[src/rtl/text_arb_pkg.sv]
// Shared types and widths for the text-draw arbiter.
package text_arb_pkg;

  localparam int unsigned COORD_W = 11;
  localparam int unsigned CHAR_W  = 7;
  localparam int unsigned WD_W    = 20;

  typedef enum logic [1:0] {
    IDLE    = 2'd0,
    RUN     = 2'd1,
    RELEASE = 2'd2
  } state_e;

endpackage

[src/rtl/rr_picker.sv]
// Combinational round-robin pick: first set request after rr_ptr, wrapping.
module rr_picker #(
  parameter int unsigned NUM_REQ = 4,
  parameter int unsigned IDX_W   = $clog2(NUM_REQ)
) (
  input  logic [NUM_REQ-1:0] req,
  input  logic [IDX_W-1:0]   rr_ptr,
  output logic               valid_c,
  output logic [IDX_W-1:0]   winner_c
);

  // Scan offsets 1..NUM_REQ from the pointer; the first hit wins.
  always_comb begin
    int unsigned idx;
    idx      = 0;
    valid_c  = 1'b0;
    winner_c = '0;
    for (int unsigned k = 1; k <= NUM_REQ; k++) begin
      idx = (32'(rr_ptr) + k) % NUM_REQ;
      if (!valid_c && req[IDX_W'(idx)]) begin
        valid_c  = 1'b1;
        winner_c = IDX_W'(idx);
      end
    end
  end

endmodule

[src/rtl/text_draw_arbiter.sv]
// Shares one string-drawing engine between NUM_REQ text clients, with a watchdog.
module text_draw_arbiter
  import text_arb_pkg::*;
#(
  parameter int unsigned NUM_REQ     = 4,
  parameter int unsigned STR_LEN     = 6,
  parameter int unsigned COLOR_W     = 24,
  parameter int unsigned GAP_CYC     = 3,
  parameter int unsigned TIMEOUT_CYC = 200000
) (
  input  logic                                clk,
  input  logic                                reset,
  input  logic [NUM_REQ-1:0]                  req,
  input  logic [NUM_REQ*STR_LEN*CHAR_W-1:0]   req_str,
  input  logic [NUM_REQ*COORD_W-1:0]          req_x,
  input  logic [NUM_REQ*COORD_W-1:0]          req_y,
  input  logic [NUM_REQ*COLOR_W-1:0]          req_color,
  output logic [NUM_REQ-1:0]                  ack,
  output logic                                timeout_err,
  output logic                                busy,
  output logic [$clog2(NUM_REQ)-1:0]          owner,
  output logic                                eng_start,
  output logic [STR_LEN*CHAR_W-1:0]           eng_str,
  output logic [COORD_W-1:0]                  eng_x0,
  output logic [COORD_W-1:0]                  eng_y0,
  input  logic                                eng_done,
  input  logic [COORD_W-1:0]                  eng_x,
  input  logic [COORD_W-1:0]                  eng_y,
  output logic [COORD_W-1:0]                  pix_x,
  output logic [COORD_W-1:0]                  pix_y,
  output logic [COLOR_W-1:0]                  pix_color,
  output logic                                pix_we
);

  localparam int unsigned OWN_W = $clog2(NUM_REQ);
  localparam int unsigned STR_W = STR_LEN * CHAR_W;
  localparam int unsigned GAP_W = $clog2(GAP_CYC + 1);
  localparam logic [WD_W-1:0]  WD_LAST  = WD_W'(TIMEOUT_CYC - 1);
  localparam logic [GAP_W-1:0] GAP_LAST = GAP_W'(GAP_CYC - 1);

  // Per-client views of the flattened operand buses.
  logic [STR_W-1:0]   str_arr   [NUM_REQ];
  logic [COORD_W-1:0] x_arr     [NUM_REQ];
  logic [COORD_W-1:0] y_arr     [NUM_REQ];
  logic [COLOR_W-1:0] color_arr [NUM_REQ];

  for (genvar i = 0; i < NUM_REQ; i++) begin : g_unpack
    assign str_arr[i]   = req_str[i*STR_W +: STR_W];
    assign x_arr[i]     = req_x[i*COORD_W +: COORD_W];
    assign y_arr[i]     = req_y[i*COORD_W +: COORD_W];
    assign color_arr[i] = req_color[i*COLOR_W +: COLOR_W];
  end

  state_e             state_q, state_d;
  logic [OWN_W-1:0]   rr_ptr_q, rr_ptr_d;
  logic [OWN_W-1:0]   owner_q, owner_d;
  logic [WD_W-1:0]    wd_q, wd_d;
  logic [GAP_W-1:0]   gap_q, gap_d;
  logic [STR_W-1:0]   eng_str_q, eng_str_d;
  logic [COORD_W-1:0] eng_x0_q, eng_x0_d, eng_y0_q, eng_y0_d;
  logic [COLOR_W-1:0] pix_color_q, pix_color_d;
  logic               eng_start_q, eng_start_d;
  logic               busy_q, busy_d;
  logic [NUM_REQ-1:0] ack_q, ack_d;
  logic               timeout_err_q, timeout_err_d;
  logic [COORD_W-1:0] pix_x_q, pix_x_d, pix_y_q, pix_y_d;
  logic               pix_we_q, pix_we_d;

  logic               grant_valid_c;
  logic [OWN_W-1:0]   grant_idx_c;

  rr_picker #(
    .NUM_REQ (NUM_REQ),
    .IDX_W   (OWN_W)
  ) u_picker (
    .req      (req),
    .rr_ptr   (rr_ptr_q),
    .valid_c  (grant_valid_c),
    .winner_c (grant_idx_c)
  );

  // Next-state and register updates for grant, run/watchdog and release gap.
  always_comb begin
    state_d       = state_q;
    rr_ptr_d      = rr_ptr_q;
    owner_d       = owner_q;
    wd_d          = wd_q;
    gap_d         = gap_q;
    eng_str_d     = eng_str_q;
    eng_x0_d      = eng_x0_q;
    eng_y0_d      = eng_y0_q;
    pix_color_d   = pix_color_q;
    eng_start_d   = eng_start_q;
    busy_d        = busy_q;
    ack_d         = '0;
    timeout_err_d = 1'b0;
    pix_we_d      = (state_q == RUN);
    pix_x_d       = eng_x;
    pix_y_d       = eng_y;

    case (state_q)
      IDLE: begin
        if (grant_valid_c) begin
          eng_str_d   = str_arr[grant_idx_c];
          eng_x0_d    = x_arr[grant_idx_c];
          eng_y0_d    = y_arr[grant_idx_c];
          pix_color_d = color_arr[grant_idx_c];
          owner_d     = grant_idx_c;
          rr_ptr_d    = grant_idx_c;
          eng_start_d = 1'b1;
          busy_d      = 1'b1;
          wd_d        = '0;
          state_d     = RUN;
        end
      end
      RUN: begin
        // Done wins over a watchdog expiry in the same cycle.
        if (eng_done) begin
          ack_d[owner_q] = 1'b1;
          eng_start_d    = 1'b0;
          gap_d          = '0;
          state_d        = RELEASE;
        end else if (wd_q == WD_LAST) begin
          ack_d[owner_q] = 1'b1;
          timeout_err_d  = 1'b1;
          eng_start_d    = 1'b0;
          gap_d          = '0;
          state_d        = RELEASE;
        end else begin
          wd_d = wd_q + WD_W'(1);
        end
      end
      RELEASE: begin
        // Hold start low long enough for the engine to re-arm.
        if (gap_q == GAP_LAST) begin
          busy_d  = 1'b0;
          state_d = IDLE;
        end else begin
          gap_d = gap_q + GAP_W'(1);
        end
      end
      default: begin
        eng_start_d = 1'b0;
        busy_d      = 1'b0;
        state_d     = IDLE;
      end
    endcase
  end

  // State and output registers; reset drops the engine start at once.
  always_ff @(posedge clk or negedge reset) begin
    if (!reset) begin
      state_q       <= IDLE;
      rr_ptr_q      <= OWN_W'(NUM_REQ - 1);
      owner_q       <= '0;
      wd_q          <= '0;
      gap_q         <= '0;
      eng_str_q     <= '0;
      eng_x0_q      <= '0;
      eng_y0_q      <= '0;
      pix_color_q   <= '0;
      eng_start_q   <= 1'b0;
      busy_q        <= 1'b0;
      ack_q         <= '0;
      timeout_err_q <= 1'b0;
      pix_x_q       <= '0;
      pix_y_q       <= '0;
      pix_we_q      <= 1'b0;
    end else begin
      state_q       <= state_d;
      rr_ptr_q      <= rr_ptr_d;
      owner_q       <= owner_d;
      wd_q          <= wd_d;
      gap_q         <= gap_d;
      eng_str_q     <= eng_str_d;
      eng_x0_q      <= eng_x0_d;
      eng_y0_q      <= eng_y0_d;
      pix_color_q   <= pix_color_d;
      eng_start_q   <= eng_start_d;
      busy_q        <= busy_d;
      ack_q         <= ack_d;
      timeout_err_q <= timeout_err_d;
      pix_x_q       <= pix_x_d;
      pix_y_q       <= pix_y_d;
      pix_we_q      <= pix_we_d;
    end
  end

  assign ack         = ack_q;
  assign timeout_err = timeout_err_q;
  assign busy        = busy_q;
  assign owner       = owner_q;
  assign eng_start   = eng_start_q;
  assign eng_str     = eng_str_q;
  assign eng_x0      = eng_x0_q;
  assign eng_y0      = eng_y0_q;
  assign pix_x       = pix_x_q;
  assign pix_y       = pix_y_q;
  assign pix_color   = pix_color_q;
  assign pix_we      = pix_we_q;

endmodule

[config.mk]
export PLATFORM = sky130hd
export DESIGN_NAME = text_draw_arbiter
export DESIGN_NICKNAME = d
export VERILOG_FILES = /design/src/rtl/text_arb_pkg.sv /design/src/rtl/rr_picker.sv /design/src/rtl/text_draw_arbiter.sv
export SDC_FILE = /design/constraint.sdc
export NUM_CORES = 1
export LEC_CHECK = 0
export ABC_AREA = 1
export BUFFER_PORTS_ARGS = -buffer_cell sky130_fd_sc_hd__buf_2
export CAP_MARGIN = 20
export CELL_PAD_IN_SITES_DETAIL_PLACEMENT = 0
export CELL_PAD_IN_SITES_GLOBAL_PLACEMENT = 1
export CORE_AREA = 2 2 197 199
export CTS_BUF_LIST = sky130_fd_sc_hd__clkbuf_4
export DETAILED_ROUTE_END_ITERATION = 6
export DIE_AREA = 0 0 199 201
export PLACE_DENSITY = 0.65
export SETUP_SLACK_MARGIN = 0.02
export SYNTH_ARGS = -nofsm -noshare
export SYNTH_HDL_FRONTEND = slang
export SYNTH_HIERARCHICAL = 1
export SYNTH_SLANG_ARGS = --single-unit
[constraint.sdc]
create_clock -name clk -period 2.2 [get_ports clk]
set_input_delay 0.44 -clock clk [delete_from_list [all_inputs] [get_ports clk]]
set_output_delay 0.44 -clock clk [all_outputs]
set_load 0.01 [all_outputs]
### Word-level counts from Yosys, hierarchy flattened

Index checks and enable logic that the tools add are counted.

* register bits: 146
* input bits: 381
* output and inout port bits: 120
* word-level logic and storage cells: 113

* add/sub/neg operators: 6
* order comparisons: 7
* equality and inequality tests: 10
* muxes and demuxes: 55
* bitwise gates (word level): 3
* reduce and logical (&&, ||, !) cells: 16

Operator list (count)
* binary-select mux 42 bit (select 2 bit): 1
* two-way mux 42 bit: 2
* two-way mux 20 bit: 3
* binary-select mux 24 bit (select 2 bit): 1
* two-way mux 24 bit: 2
* binary-select mux 11 bit (select 2 bit): 2
* two-way mux 11 bit: 4
* case mux 20 bit (2 select lines): 1
* two-way mux 2 bit: 11
* adder 20 x 1 -> 20 bit, second input constant: 1
* equality test 20 x 18 -> 1 bit, second input constant: 1
* two-way mux 1 bit: 16
* less-than comparator 2 x 3 -> 1 bit, second input constant: 5
* two-way mux 4 bit: 3
* AND reduction 3 bit: 4
* != test 2 bit, second input constant: 5
* binary-select mux 1 bit (select 2 bit): 4
* adder 2 x 1 -> 2 bit, second input constant: 3
* case mux 1 bit (3 select lines): 2
* case mux 2 bit (3 select lines): 1
* adder 2 bit, second input constant: 2
* equality test 2 bit, second input constant: 2
* logical AND 1 bit: 4
* case mux 2 bit (2 select lines): 1
* other kinds (12): 16

### Depth between registers and ports, before layout

* depth in word-level cells: 17
* mapped depth: 16
* mapped depth without buffers: 13

### By module

The synthesis kept the hierarchy.

Modules (own cells, without submodules)
* text_draw_arbiter: times used 1, cells each 1165, area each 8201.6 µm², seq. area each 3656.0 µm²
* rr_picker: times used 1, cells each 49, area each 290.3 µm², seq. area each 0.0 µm²

### Least setup slack after synthesis

OpenSTA, ideal clock, no wires.

* kind: register to register
* from: register rr_ptr_q[0]
* to: register eng_str_q[17], in the netlist eng_str[17]
* setup time: 0.130 ns
* data arrival time: 2.060 ns
* data required time: 2.070 ns
* path slack: 0.010 ns
* stages on the path, launching flop included: 16
* buffers on the path: 4
* period minus slack after synthesis: 2.190 ns
* cell sequence: dfstp_2 > buf_6 > inv_6 > nand2_2 > nand2_1 > nand2_1 > nand2_2 > nor2_4 > nand4_1 > nand3_1 > buf_2 > clkbuf_1 > buf_2 > nor2_1 > o21ai_0 > a31oi_1

* cells in the longest elaborated chain, start to end: 17
* elaborated cells on any way between the ends: 31
* those cells by class: add/sub (4); mux (19); bitwise (1); reduce/logical (7)

RTL lines
* start, declared: RTL line text_draw_arbiter.sv:55 `logic [OWN_W-1:0] rr_ptr_q, rr_ptr_d;`
* start signal, assigned: RTL line text_draw_arbiter.sv:154 `rr_ptr_q <= OWN_W'(NUM_REQ - 1);`
* start signal, assigned: RTL line text_draw_arbiter.sv:171 `rr_ptr_q <= rr_ptr_d;`
* adder 2 x 1 -> 2 bit: RTL line rr_picker.sv:19 `idx = (32'(rr_ptr) + k) % NUM_REQ;`
* binary-select mux 1 bit (select 2 bit): RTL line rr_picker.sv:20 `if (!valid_c && req[IDX_W'(idx)]) begin`
* two-way mux 1 bit (not written as such): RTL line rr_picker.sv:20
* two-way mux 1 bit: RTL line rr_picker.sv:20
* logical NOT 1 bit: RTL line rr_picker.sv:20
* logical AND 1 bit: RTL line rr_picker.sv:20
* two-way mux 1 bit: RTL line rr_picker.sv:20
* logical NOT 1 bit: RTL line rr_picker.sv:20
* logical AND 1 bit: RTL line rr_picker.sv:20
* two-way mux 1 bit: RTL line rr_picker.sv:20
* logical NOT 1 bit: RTL line rr_picker.sv:20
* logical AND 1 bit: RTL line rr_picker.sv:20
* two-way mux 2 bit (*): RTL line rr_picker.sv:20
* via grant_idx_c[1]: RTL line text_draw_arbiter.sv:70 `logic [OWN_W-1:0] grant_idx_c;`
* inverter 2 -> 3 bit (not written as such) (*): RTL line text_draw_arbiter.sv:104 `eng_str_d = str_arr[grant_idx_c];`
* binary-select mux 42 bit (select 2 bit) (*): RTL line text_draw_arbiter.sv:104
* two-way mux 42 bit (not written as such) (*) (2 in a row): RTL line text_draw_arbiter.sv:104
* end signal, assigned: RTL line text_draw_arbiter.sv:175 `eng_str_q <= eng_str_d;`
* end, declared: RTL line text_draw_arbiter.sv:59 `logic [STR_W-1:0] eng_str_q, eng_str_d;`

Mark *: on every way through the listed nets, which the timed path passes. The rest lies on a longest branch. The select of a mux whose other input is x is not followed.
A chain may end at the register's enable or synchronous reset.

### Final worst setup path

* from: register rr_ptr_q[0]
* to: register eng_str_q[4], in the netlist eng_str[4]

Same word-level chain as after synthesis.

==> qor.txt <==
Core Box Area = 0.0381 sq mm
Wire length on met3 = 3000 microns
Fmax = 410 MHz
Largest net degree at the start of global routing = 53
Final worst slack = -0.241 ns
Clk buf depth = 2
Outcome = finished with violations
Dominant synthesized flop cell = dfrtp_1
Leak Pwr = 6.75 nW
Slew HR = 66.2%
Nets@finish = 2186
Yosys top cell area share = 42.4%
CP dominant cell by count = buf_12
Synth area leaders = dfrtp_1 (42%), nor2_1 (21%), o21ai_0 (10%)
Root Driver = clkbuf_4
Count of cell types in the netlist = 37
Syn nets = 1597
IO Pins = 501
Seq/Total Area, Yosys = 43.1%
Design area = 0.0141 sq mm
First-pass DRT Iterations = 5
WP data required = 2.69 ns
Vias per cell = 4.53
Final min period = 2.44 ns
Element type at the critical path start = flop
Largest area contributor in the netlist = dfrtp_1
CP Buf/Inv Count = 7
Post-synth EDFFs = 0
Row Count = 72
Worst setup EP type = flop
Mapped Cells = 1214
Die Footprint = 0.0400 sq mm
Pre-CTS WS = -0.281 ns
Hold WC Path Type = primary input to flop
Wire length per cell = 18.7 microns
Clock slew at reported path FFs = 0.17 ns
Post-DP HPWL = 32100 microns
Global-route wire length before repair = 61600 microns
DR iter-0 viols = 476
Worst path slowest cell = dfstp_2
Max VDD drop = 1.02 mV
WS Path Type = flop to flop
Worst-Skew Late Latency = 0.63 ns
Initial Util = 22.3%
Wl on met1 = 17600 microns
Ys Warns = 6
Max Slew Vio Count = 0
GR Util All Layers = 20.7%
Tcrit/Tclk final = 111%
Syn_area_per_cell = 6.99 sq um
CTS HTree Levels = 4
Worst path max stage delay = 0.60 ns
GR Overflow Total = 0
Fin. Hold Viols = 0
Post-Route Setup TNS = -16.58 ns
Number of synthesized register bits = 146
Initial antenna violation count = 20
Share of layout cells above drive strength 1 = 43.0%
Die height = 201 microns
Final wirelength = 44100 microns
Via count = 10700
Inserted Clock Buffers = 17
Critical-path cell list = buf_12 -> inv_12 -> nand2_4 -> nand2_4 -> buf_4 -> nand2_2 -> nand2_1 -> nand4_1 -> nand3_4 -> buf_12 -> buf_12 -> buf_12 -> buf_8 -> nor2_1 -> nor2_1 -> o21ai_1 -> a31oi_1
DRC violations left = 0
Critical path's top delay family = buffers and inverters
Vias in the first global route = 10300
Slew at the pin with the worst max-slew slack = 0.502 ns
Final Setup Violations = 112
Port buffer count = 500
Met2 wire length = 22000 microns
Routed Antenna Nets = 0
Asr flop ratio synth = 100%
Final Wtd Congestion = 0.955
Worst EP arrival = 2.93 ns
PwrDens = 2130 mW/mm^2
Clock Sinks = 146
Clk_skew = 0.0267 ns
Post-Syn Area = 0.00849 sq mm
Failing checks = negative setup slack
RSZ-0062 raised after global routing = true
Max-cap check violation count = 0
CTS tree = done
CP Max Fanout = 7
Total placed instance area = 0.0122 sq mm
Power, Total = 30.0 mW
Max layer used = met5
Die X = 199 microns
Syn-to-layout area delta = 66.3%
[where the power goes]
part / switching (mW) / internal [mW]
Sequential: 0.614 / 3.75
Clock: 1.16 / 0.796
Combinational: 12.4 / 11.3
Total: 14.2 / 15.9
[metrics by stage]
step                std cells  utilization [%]  hold slack [ns]
global placement         2231             32.0            0.403
floorplan                1214                -            0.144
global route             2347             37.0           0.0347
detailed placement       2231             32.0            0.404
CTS                      2315             35.2          0.00217
finish                   2353             37.1           0.0783
[logic make-up after synthesis]
| logic type | Yosys count | synth area share [%] |
|---|---|---|
| AO/OA/AOI/OAI | 293 | 18.9 |
| buffers and inverters | 118 | 6.31 |
| XOR/XNOR | 4 | 0.413 |
| adder cells (fa/ha/maj) | 2 | 0.295 |
| flip-flops | 146 | 43.1 |
| AND/OR/NAND/NOR | 651 | 31.0 |
[synthesized netlist by cell type (all sizes together) (2+ instances only)]
cell type / n
nand2: 128
inv: 36
xor2: 3
a21oi: 4
buf: 46
a31oi: 88
and2: 2
nand3: 24
dfstp: 2
dfrtp: 144
clkbuf: 34
clkinv: 2
o21ai: 198
nand3b: 5
nor3: 5
or2: 2
nor2: 479
nand4: 5
ha: 2
[path summary, 6_finish.rpt]
| kind | from | end | slack, ns | depth (start not counted) |
|---|---|---|---|---|
| setup / recovery | rr_ptr_q[0]$_DFFE_PN1P_ | eng_str[4]$_DFFE_PN0P_ | -0.24 | 17 |
| hold / removal | req_str[155] | eng_str[29]$_DFFE_PN0P_ | 0.08 | 3 |
| setup reg to reg | rr_ptr_q[0]$_DFFE_PN1P_ | eng_str[4]$_DFFE_PN0P_ | -0.24 | 17 |
| hold reg to reg | owner[1]$_DFFE_PN0P_ | ack[1]$_DFF_PN0_ | 0.49 | 1 |
| max in group asynchronous | reset | pix_color[14]$_DFFE_PN0P_ | 1.17 | 3 |
| min in group asynchronous | reset | wd_q[13]$_DFFE_PN0P_ | 0.32 | 2 |
[timing repair]
action	4_1_cts	5_1_grt
pin swaps	38	44
resized for setup	145	105
hold buffers	24	0
buffers inserted	21	8
endpoints found under the hold margin	60	0
gates cloned	8	13
setup endpoints to repair	91	113
[worst reg2reg max path: cells and delay by family, from the launching register on]
family,cells,cell delay [ns]
DFF,1,0.60
AOI/OAI and AO/OA,2,0.25
buffers and inverters,7,0.88
and+or+nand+nor,8,0.61
[routing by layer]
| metal | vias up | track usage (%) |
|---|---|---|
| li1 | 5207 | - |
| met1 | 4956 | 24.5 |
| met2 | 428 | 35.5 |
| met3 | 71 | 5.19 |
| met4 | 6 | 8.74 |
| met5 | - | 0 |
[sequential cells by signal, indices dropped and copies added, names as in the netlist]
signal / flops
eng_str: 42
pix_color: 24
wd_q: 20
eng_x0: 11
eng_y0: 11
pix_x: 11
pix_y: 11
ack: 4
gap_q: 2
owner: 2
rr_ptr_q: 2
state_q: 2
busy: 1
eng_start: 1
pix_we: 1
timeout_err: 1
[cell type report]
| type | instances | area (sq um) |
|---|---|---|
| antenna | 19 | 47.5 |
| clock buffer | 18 | 135 |
| clock inverter | 14 | 161 |
| fill | 4077 | 24000 |
| inverter | 38 | 181 |
| multi-input combinational | 950 | 4640 |
| sequential | 146 | 3660 |
| tap | 518 | 648 |
| timing repair buffer | 650 | 4650 |
[cells in the final DEF (no fill, tap or decap), types with 8 or more instances in the layout]
cell type	synthesis	layout
o21ai_0	177	82
inv_1	30	30
dlygate4sd3_1	0	24
clkbuf_4	0	18
nand2_1	109	95
diode_2	0	19
buf_16	0	11
buf_8	0	8
dfrtp_1	144	144
nand2_4	8	18
buf_6	4	16
o21ai_2	7	20
buf_2	39	500
nor2_2	2	47
nor2_1	475	426
a31oi_1	88	87
o21ai_1	14	96
buf_12	0	29
nand2_2	11	14
buf_4	2	48
nand3_1	24	22
clkbuf_16	0	12
Power figures use the tool's default switching activity.
